### src/rtl/decoder_pkg.sv
// Shared types and helpers for the binary-to-one-hot decoder family.
// The one-hot helper is sized for the widest supported code; callers truncate to their own width.
package decoder_pkg;

  localparam int MAX_IN_W  = 8;
  localparam int MAX_OUT_W = 1 << MAX_IN_W;

  localparam logic MODE_DIRECT = 1'b0;
  localparam logic MODE_SWEEP  = 1'b1;

  typedef enum logic [1:0] {
    IDLE       = 2'd0,
    SWEEP_EMIT = 2'd1,
    SWEEP_GAP  = 2'd2
  } state_t;

  // The shift is done at full output width so the top code never falls off the end.
  function automatic logic [MAX_OUT_W-1:0] onehot_of(input logic [MAX_IN_W-1:0] code);
    return MAX_OUT_W'(1) << code;
  endfunction

endpackage

### src/rtl/decoder_nto2n_seq_if.sv
// Handshake bundle for decoder_nto2n_seq: upstream code port, sweep control and the registered beat.
// The master modport is the environment (producer of codes, consumer of beats); slave is the decoder.
interface decoder_nto2n_seq_if #(
  parameter int IN_W = 3
);

  localparam int OUT_W = 1 << IN_W;

  logic              mode;
  logic              in_valid;
  logic              in_ready;
  logic [IN_W-1:0]   in_code;
  logic              sweep_start;
  logic              out_valid;
  logic              out_ready;
  logic [OUT_W-1:0]  out_onehot;
  logic [IN_W-1:0]   out_code;
  logic              sweep_done;

  modport master (
    output mode, in_valid, in_code, sweep_start, out_ready,
    input  in_ready, out_valid, out_onehot, out_code, sweep_done
  );

  modport slave (
    input  mode, in_valid, in_code, sweep_start, out_ready,
    output in_ready, out_valid, out_onehot, out_code, sweep_done
  );

endinterface

### src/rtl/onehot_dec.sv
// Combinational IN_W -> 2**IN_W binary-to-one-hot decoder.
module onehot_dec
  import decoder_pkg::*;
#(
  parameter int IN_W = 3
) (
  input  logic [IN_W-1:0]        code,
  output logic [(1 << IN_W)-1:0] onehot
);

  localparam int OUT_W = 1 << IN_W;

  assign onehot = OUT_W'(onehot_of(MAX_IN_W'(code)));

endmodule

### src/rtl/decoder_nto2n_seq.sv
// Registered binary-to-one-hot decoder with a single-slot valid/ready output and a self-timed
// sweep mode that walks every output line with DWELL-1 idle cycles after each accepted beat.
module decoder_nto2n_seq
  import decoder_pkg::*;
#(
  parameter int IN_W  = 3,
  parameter int DWELL = 1
) (
  input  logic                clk,
  input  logic                rst_n,
  decoder_nto2n_seq_if.slave  bus
);

  localparam int OUT_W = 1 << IN_W;
  localparam int GAP_W = $clog2(DWELL + 1);

  localparam logic [IN_W-1:0]  LAST_CODE = IN_W'(OUT_W - 1);
  localparam logic [GAP_W-1:0] GAP_LAST  = GAP_W'((DWELL > 1) ? (DWELL - 2) : 0);

  state_t            state;
  logic [IN_W-1:0]   sweep_cnt;
  logic [GAP_W-1:0]  gap_cnt;
  logic              last_q;

  logic              slot_free;
  logic              beat_accept;
  logic [IN_W-1:0]   dec_code;
  logic [OUT_W-1:0]  dec_onehot;

  assign slot_free   = !bus.out_valid || bus.out_ready;
  assign beat_accept = bus.out_valid && bus.out_ready;

  // Upstream is only served in IDLE with direct mode selected; during a sweep in_valid is dropped.
  assign bus.in_ready = (state == IDLE) && (bus.mode == MODE_DIRECT) && slot_free;

  assign dec_code = (state == IDLE) ? bus.in_code : sweep_cnt;

  onehot_dec #(
    .IN_W (IN_W)
  ) u_dec (
    .code   (dec_code),
    .onehot (dec_onehot)
  );

  // NOTE: every register here uses non-blocking assignment so all state updates see the
  // pre-edge values, whatever order the statements are written in.
  always_ff @(posedge clk or negedge rst_n) begin
    if (!rst_n) begin
      state          <= IDLE;
      sweep_cnt      <= '0;
      gap_cnt        <= '0;
      last_q         <= 1'b0;
      bus.out_valid  <= 1'b0;
      bus.out_onehot <= '0;
      bus.out_code   <= '0;
      bus.sweep_done <= 1'b0;
    end else begin
      bus.sweep_done <= 1'b0;

      // A beat leaving the slot empties it; a load later in this block refills it.
      if (beat_accept) begin
        bus.out_valid <= 1'b0;
      end

      unique case (state)
        IDLE: begin
          if (bus.in_valid && bus.in_ready) begin
            bus.out_valid  <= 1'b1;
            bus.out_onehot <= dec_onehot;
            bus.out_code   <= dec_code;
          end else if (bus.sweep_start && (bus.mode == MODE_SWEEP)) begin
            sweep_cnt <= '0;
            last_q    <= 1'b0;
            state     <= SWEEP_EMIT;
          end
        end

        SWEEP_EMIT: begin
          if (last_q) begin
            // Termination keys off the last flag, so the all-ones code needs no wrap detection.
            if (beat_accept) begin
              last_q         <= 1'b0;
              bus.sweep_done <= 1'b1;
              state          <= IDLE;
            end
          end else if (slot_free) begin
            bus.out_valid  <= 1'b1;
            bus.out_onehot <= dec_onehot;
            bus.out_code   <= dec_code;
            if (sweep_cnt == LAST_CODE) begin
              last_q <= 1'b1;
            end else if (DWELL > 1) begin
              gap_cnt <= '0;
              state   <= SWEEP_GAP;
            end else begin
              sweep_cnt <= sweep_cnt + IN_W'(1);
            end
          end
        end

        SWEEP_GAP: begin
          // The gap clock starts on the acceptance cycle; a stalled beat holds it at zero.
          if (slot_free) begin
            if (gap_cnt == GAP_LAST) begin
              sweep_cnt <= sweep_cnt + IN_W'(1);
              state     <= SWEEP_EMIT;
            end else begin
              gap_cnt <= gap_cnt + GAP_W'(1);
            end
          end
        end

        default: begin
          state <= IDLE;
        end
      endcase
    end
  end

  a_onehot_matches_code : assert property (
    @(posedge clk) disable iff (!rst_n)
    bus.out_valid |-> (bus.out_onehot == OUT_W'(onehot_of(MAX_IN_W'(bus.out_code))))
  );

  a_beat_held_under_stall : assert property (
    @(posedge clk) disable iff (!rst_n)
    (bus.out_valid && !bus.out_ready) |=>
      (bus.out_valid && $stable(bus.out_code) && $stable(bus.out_onehot))
  );

endmodule

### src/flat_wrapper.sv
// flat-port wrapper written by rule: the top's interface ports become plain ports
module decoder_nto2n_seq_flat import decoder_pkg::*;
#(
  parameter int IN_W  = 3,
  parameter int DWELL = 1
)
  (clk, rst_n, bus_mode, bus_in_valid, bus_in_code, bus_sweep_start, bus_out_ready, bus_in_ready, bus_out_valid, bus_out_onehot, bus_out_code, bus_sweep_done);
  decoder_nto2n_seq_if #(.IN_W(IN_W)) bus_i ();
  input  logic clk;
  input  logic rst_n;
  input wire logic [$bits(bus_i.mode)-1:0] bus_mode;
  input wire logic [$bits(bus_i.in_valid)-1:0] bus_in_valid;
  input wire logic [$bits(bus_i.in_code)-1:0] bus_in_code;
  input wire logic [$bits(bus_i.sweep_start)-1:0] bus_sweep_start;
  input wire logic [$bits(bus_i.out_ready)-1:0] bus_out_ready;
  output wire logic [$bits(bus_i.in_ready)-1:0] bus_in_ready;
  output wire logic [$bits(bus_i.out_valid)-1:0] bus_out_valid;
  output wire logic [$bits(bus_i.out_onehot)-1:0] bus_out_onehot;
  output wire logic [$bits(bus_i.out_code)-1:0] bus_out_code;
  output wire logic [$bits(bus_i.sweep_done)-1:0] bus_sweep_done;
  assign bus_i.mode = bus_mode;
  assign bus_i.in_valid = bus_in_valid;
  assign bus_i.in_code = bus_in_code;
  assign bus_i.sweep_start = bus_sweep_start;
  assign bus_i.out_ready = bus_out_ready;
  assign bus_in_ready = bus_i.in_ready;
  assign bus_out_valid = bus_i.out_valid;
  assign bus_out_onehot = bus_i.out_onehot;
  assign bus_out_code = bus_i.out_code;
  assign bus_sweep_done = bus_i.sweep_done;
  decoder_nto2n_seq #(.IN_W(IN_W), .DWELL(DWELL)) u_core (.clk(clk), .rst_n(rst_n), .bus(bus_i));
endmodule
### config.mk
export PLATFORM = sky130hd
export DESIGN_NAME = decoder_nto2n_seq_flat
export DESIGN_NICKNAME = d
export VERILOG_FILES = /design/src/rtl/decoder_pkg.sv /design/src/rtl/decoder_nto2n_seq_if.sv /design/src/rtl/onehot_dec.sv /design/src/rtl/decoder_nto2n_seq.sv /design/src/flat_wrapper.sv
export SDC_FILE = /design/constraint.sdc
export NUM_CORES = 1
export LEC_CHECK = 0
export CORE_MARGIN = 3
export CORE_UTILIZATION = 45
export DETAILED_ROUTE_END_ITERATION = 10
export PLACE_DENSITY = 0.85
export SYNTH_ARGS = -nofsm -noshare
export SYNTH_HDL_FRONTEND = slang
export SYNTH_HIERARCHICAL = 1
export SYNTH_SLANG_ARGS = --single-unit
### constraint.sdc
create_clock -name clk -period 1.9 [get_ports clk]
set_input_delay 0.38 -clock clk [delete_from_list [all_inputs] [get_ports clk]]
set_output_delay 0.38 -clock clk [all_outputs]
set_load 0.02 [all_outputs]
==> out/metrics.yaml, run 1 <==
p_leak_uw: 0.0006058
slew_headroom_pct: 84.67
power_uw: 1976
multi_input_area_um2: 449.2
cts_sinks: 18
core.rowCount: 15
worst_skew_pair.late_latency_ns: 0.28
ff2ff_path_depth: 4
finalClockSkew_ns: 0.002301
power-per-cell-area_mw_per_mm2: 1602
holdWs_ns: 0.4185
path_cells: "clkdlybuf4s50_1 > nor2b_1 > nor3_1 > dlygate4sd2_1"
slowest_stage: "clkdlybuf4s50_1"
synth_cell_types: 24
startpoint: "bus_out_ready"
seq_area_frac_synth_pct: 48.45
drtPass1Iterations: 4
dr_total_vias: 644
postSynthAreaPerCell_um2: 12.91
post_route_cells_drive_above_1_share_pct: 29.00
antenna_found_initial: 0
final_antenna_net_count: 0
postLayoutCoreUtil_pct: 67.07
worst_pin_slew_ns: 0.2299
seq_area_um2: 450.4
synth_area_leaders: "dfrtp_1 48%, mux2_4 21%, and3b_2 3.2%"
die_width_um: 51.45
root_buffer: "clkbuf_4"
cts_tree: "done"
rr_endpoint: "u_core/bus.out_onehot[6]"
coreArea_mm2: 0.001839
min_period_ns: 1.761
dpl.hpwl_um: 1273
wirelength_um: 1645
nets: 113
cp.arrival_ns: 1.38
crit_buf_inv: 2
max_stage_delay_ns: 0.48
ir_drop_mv: 0.8113
syn-num-nets: 83
path_max_fanout: 2
place.port_buffers: 22
cts_buffer_depth: 2
hp-class: "input pin to asynchronous set/reset pin"
max_cap_violations: 0
viasPerCell: 5.152
hold_viol: 0
synth_top_area_cell: "dfrtp_1"
grt_max_degree: 19
syn_inst: 72
area_delta_synth_final_pct: 32.70
drt_iter0_drc: 6
synth_top_area_share_pct: 48.45
fp.dieH_um: 51.45
drt-wirelength-per-cell_um: 13.16
grt_usage_pct: 14.54
cts.reportedPaths.clkPinSlew_ns: 0.10
final_cells: 125
clock.fmax_mhz: 568.0
gp_congestion: 0.7833
end_kind: "output port"
yosysWarnings: 6
status: "completed"
rsz0062_at_grt: "no"
drc: 0
reg2reg_slack_ns: 0.37
report.final.setup_viol: 0
path_delay_family: "buffers and inverters"
synthesis.area_um2: 929.6
worstReg2RegStart: "u_core/state[0]"
boundaryPins: 23
worst-setup-path-type: "input pin to output port"
post-route-period-util_pct: 92.66
die_area_mm2: 0.002647
placed_cells: 122
fill_cells: 168
cp-start-kind: "input pin"
htree_levels: 1
n_antenna_cell: 0
required_ns: 1.52
grt_overflow_total: 0
finalMaxSlewViolations: 0
grt_pass1_vias: 661
numCtsBuffers: 3
synth_seq_cells: 18
start_util_pct: 50.54
grt_pass1_wl_um: 2794
[flip-flops by register name (all words and copies together), names as in the netlist]
signal	count
u_core/bus.out_valid	1
u_core/sweep_cnt	3
u_core/bus.out_onehot	8
u_core/bus.out_code	3
u_core/last_q	1
u_core/bus.sweep_done	1
u_core/state	1
[cell usage in the layout, fill, tap and decap left out, drive strengths merged, types with 3 or more instances in the layout]
cell type and count:
and3b 3, nand2 6, clkdlybuf4s50 21, nand3 3, mux2i 3, clkbuf 3
buf 5, inv 3, dfrtp 18, mux2 14, nor3b 4
[cells in the mapped netlist]
cell	count
nor2b_1	2
and3_2	1
buf_4	1
inv_1	3
nand3b_1	1
o21ai_2	1
mux2_2	1
a211oi_1	1
nand3_1	3
nand2b_1	1
and3b_2	3
mux2_4	13
o21ai_0	1
mux2i_1	3
nor2_1	2
nor3_1	2
buf_6	1
nand2_1	6
nor3b_1	3
dfrtp_1	18
ha_1	2
or3_2	1
nor3b_2	1
a21oi_1	1
[logic make-up (layout without fill, tap and decap cells)]
logic type               count (synthesis)  count (layout)  share of synthesized area (%)
AND/OR/NAND/NOR                         26              26                          17.36
AO/OA/AOI/OAI                            4               4                          2.826
buffers and inverters                    5              33                          3.230
adder cells (fa/ha/maj)                  2               2                          2.691
flip-flops                              18              18                          48.45
multiplexers                            17              17                          25.44
[per-layer routing]
| metal | share of wire [%] | track usage, % | wire length [um] |
|---|---|---|---|
| met5 | 0 | 0 | 0 |
| met4 | 1.6 | 6.550 | 26 |
| met3 | 6.3 | 3.790 | 104 |
| met2 | 47 | 24.15 | 781 |
| met1 | 45 | 17.46 | 733 |
[how the worst max path moves through the flow]
stage / depth (start not counted) / slack [ns] / end
2_1_floorplan: 2 / 0.43 / bus_in_ready
3_3_place_gp: 4 / -0.13 / bus_in_ready
3_5_place_dp: 4 / -0.14 / bus_in_ready
4_1_cts: 4 / 0.13 / bus_in_ready
5_1_grt: 4 / 0.07 / bus_in_ready
6_report: 4 / 0.14 / bus_in_ready
[power breakdown]
group | total, uW | switching, uW | internal, uW
clock network | 182 | 109 | 73.5
logic | 1160 | 511 | 653
registers | 629 | 101 | 528
[per-stage QoR]
stage	TNS (ns)	setup WS, ns	cell area, um^2
2_1_floorplan	0	0.4306	929.6
3_3_place_gp	-0.1344	-0.1344	1212
3_5_place_dp	-0.1411	-0.1411	1212
4_1_cts	0	0.1289	1234
5_1_grt	0	0.07066	1234
6_report	0	0.1394	1234
[cell type report]
cell class | count | share of cell area (%)
Clock buffer | 3 | 1.826
Timing Repair Buffer | 27 | 21.81
Multi-Input combinational cell | 49 | 36.41
Inverter | 3 | 0.9128
Sequential cell | 18 | 36.51
Tap cell | 25 | 2.536
[worst reg2reg max path: stages (launching register included)]
cell     delay, ns
dfrtp_1       0.40
buf_4         0.18
mux2_4        0.35
and3b_2       0.22
mux2_4        0.26
[timing repair]
action	CTS	global route
setup endpoints to repair	1	0
setup buffers	0	0
resized for setup	1	0
hold buffers	0	0
Note: power is estimated with default switching activity, not from simulation.
==> run 2: changes to the inputs <==
Settings changed: ABC_AREA set to 1, CAP_MARGIN set to 20.
==> run 2 against run 1 <==
Sequential share of layout area grew 0.15 points; critical path depth is 1 higher; clock skew rose by 0.00059 ns; core utilization down 0.95 points; via count increased by 32%; register-to-register slack gained 0.09 ns; global-route usage increased by 3.4 points; critical path type unchanged; largest power group unchanged.
==> out/metrics.yaml, run 2 <==
dpl.hpwl_um: 1503
p_leak_uw: 0.0006421
end_kind: "output port"
dr_total_vias: 850
worst-setup-path-type: "input pin to output port"
post-route-period-util_pct: 90.43
reg_top3: "u_core/bus.out_onehot x8, u_core/bus.out_code x3, u_core/sweep_cnt x3"
grt_overflow_total: 0
place_area_mm2: 0.001197
gp_congestion: 0.8362
min_period_ns: 1.718
grt_pass1_vias: 869
ys.flop_type: "dfrtp_1"
cp-start-kind: "input pin"
synth_seq_cells: 18
finalMaxSlewViolations: 0
cts_setup_buffers: 0
grt_max_degree: 19
clock.fmax_mhz: 582.0
largest_reg_flops: 8
report.final.setup_viol: 0
path_cells: "clkdlybuf4s50_1 > inv_1 > nand2_4 > nor3b_1 > clkbuf_2"
rsz0062_at_grt: "no"
cts_tree: "done"
antenna_found_initial: 0
boundaryPins: 23
yosysWarnings: 6
fin_tns_setup_ns: 0
final_common_cell: "nand2_1"
drtPass1Iterations: 4
nets: 160
grt_pass1_wl_um: 3601
worst_skew_pair.late_latency_ns: 0.29
status: "completed"
place.port_buffers: 22
hold_viol: 0
synth_top_area_share_pct: 47.75
die_width_um: 51.79
fp.dieH_um: 51.79
cts_sinks: 18
max_cap_violations: 0
slew_headroom_pct: 83.06
postSynthAreaPerCell_um2: 7.797
viasPerCell: 4.913
fill_cells: 157
seq_area_frac_synth_pct: 47.75
synth_area_leaders: "dfrtp_1 48%, nand2_1 18%, nand3_1 11%"
power-per-cell-area_mw_per_mm2: 1702
wirelength_um: 1986
required_ns: 1.52
layout_common_cells: "44 x nand2_1, 21 x clkdlybuf4s50_1, 21 x nand3_1, 18 x dfrtp_1, 14 x nor2_1"
area_delta_synth_final_pct: 30.24
start_util_pct: 50.77
numCtsBuffers: 3
syn-num-nets: 132
syn_inst: 121
core.rowCount: 15
max_stage_delay_ns: 0.47
hp-class: "input pin to asynchronous set/reset pin"
postLayoutCellArea_mm2: 0.001229
cts_buffer_depth: 2
yosysMostFrequentCell: "nand2_1"
synth_common_cells: "44 x nand2_1, 21 x nand3_1, 18 x dfrtp_1, 14 x nor2_1, 8 x inv_1"
placed_cells: 169
slowest_stage: "clkdlybuf4s50_1"
htree_levels: 1
coreArea_mm2: 0.001858
grt_usage_pct: 17.90
synth_cell_types: 18
worst_pin_slew_ns: 0.2542
final_antenna_net_count: 0
finalClockSkew_ns: 0.002888
postLayoutCoreUtil_pct: 66.13
power_uw: 2091
final_cells: 173
n_antenna_cell: 0
synth_top_area_cell: "dfrtp_1"
regMostFlops: "u_core/bus.out_onehot"
ir_drop_mv: 0.9456
path_max_fanout: 2
post_route_cells_drive_above_1_share_pct: 11.49
drt-wirelength-per-cell_um: 11.48
async_reset_ff_share_pct: 100.0
cts.reportedPaths.clkPinSlew_ns: 0.10
synthesis.area_um2: 943.4
drc: 0
root_buffer: "clkbuf_4"
cp.arrival_ns: 1.34
drt_iter0_drc: 14
die_area_mm2: 0.002682
synth_edf_count: 0
## run 2: routing by layer
metal  global-route usage (%)  part of all wire (%)  wire [um]
met5                        0                     0          0
met4                    8.734                  0.60         12
met3                    4.585                   4.9         98
met2                    28.39                    48        948
met1                    22.57                    47        927
## run 2: cell type report
type                    count  area, um^2  area share (%)
inverters                  10       37.54           3.055
clock buffers               4       36.28           2.953
well taps                  25       31.28           2.546
multi-input cells          89       420.4           34.22
flip-flops and latches     18       450.4           36.66
repair buffers             27       252.7           20.57
## run 2: path summary, 6_finish.rpt
kind	start	end	slack (ns)	cells after the start
hold / removal	rst_n	u_core/sweep_cnt[1]	0.41	2
setup reg to reg	u_core/state[0]	u_core/bus.out_onehot[4]	0.46	9
min in group clk	u_core/bus.out_onehot[6]	u_core/bus.out_onehot[6]	0.52	2
setup / recovery	bus_out_ready	bus_in_ready	0.18	5
hold reg to reg	u_core/bus.out_onehot[6]	u_core/bus.out_onehot[6]	0.52	2
max in group asynchronous	rst_n	u_core/bus.out_onehot[5]	1.29	2
## run 2: power breakdown
part / internal, uW / switching, uW / leakage, uW
logic: 479 / 738 / 0.000392
registers: 540 / 101 / 0.000229
clock network: 117 / 116 / 0.0000210
## run 2: kinds of logic after synthesis
kind of cell | count (synthesis) | synth area share (%)
buffers and inverters | 14 | 7.692
flip-flops | 18 | 47.75
AO/OA/AOI/OAI | 1 | 0.5300
AND/OR/NAND/NOR | 86 | 41.38
adder cells (fa/ha/maj) | 2 | 2.652
## run 2: critical path, delay by kind of cell
family	cells	cell delay (ns)
AND/OR/NAND/NOR	2	0.22
buffers and inverters	3	0.73
## run 2: what timing repair did
item                       in CTS  in global routing
setup endpoints to repair       1                  1
gates resized for setup         1                  3
pin swaps                       0                  0
hold buffers                    0                  0
## run 2: stage by stage
step,setup WS [ns],hold WS (ns)
2_1_floorplan,0.3653,0.08441
3_3_place_gp,-0.2617,0.4924
3_5_place_dp,-0.2481,0.4967
4_1_cts,0.01887,0.4070
5_1_grt,0.09052,0.4028
6_report,0.1818,0.4062
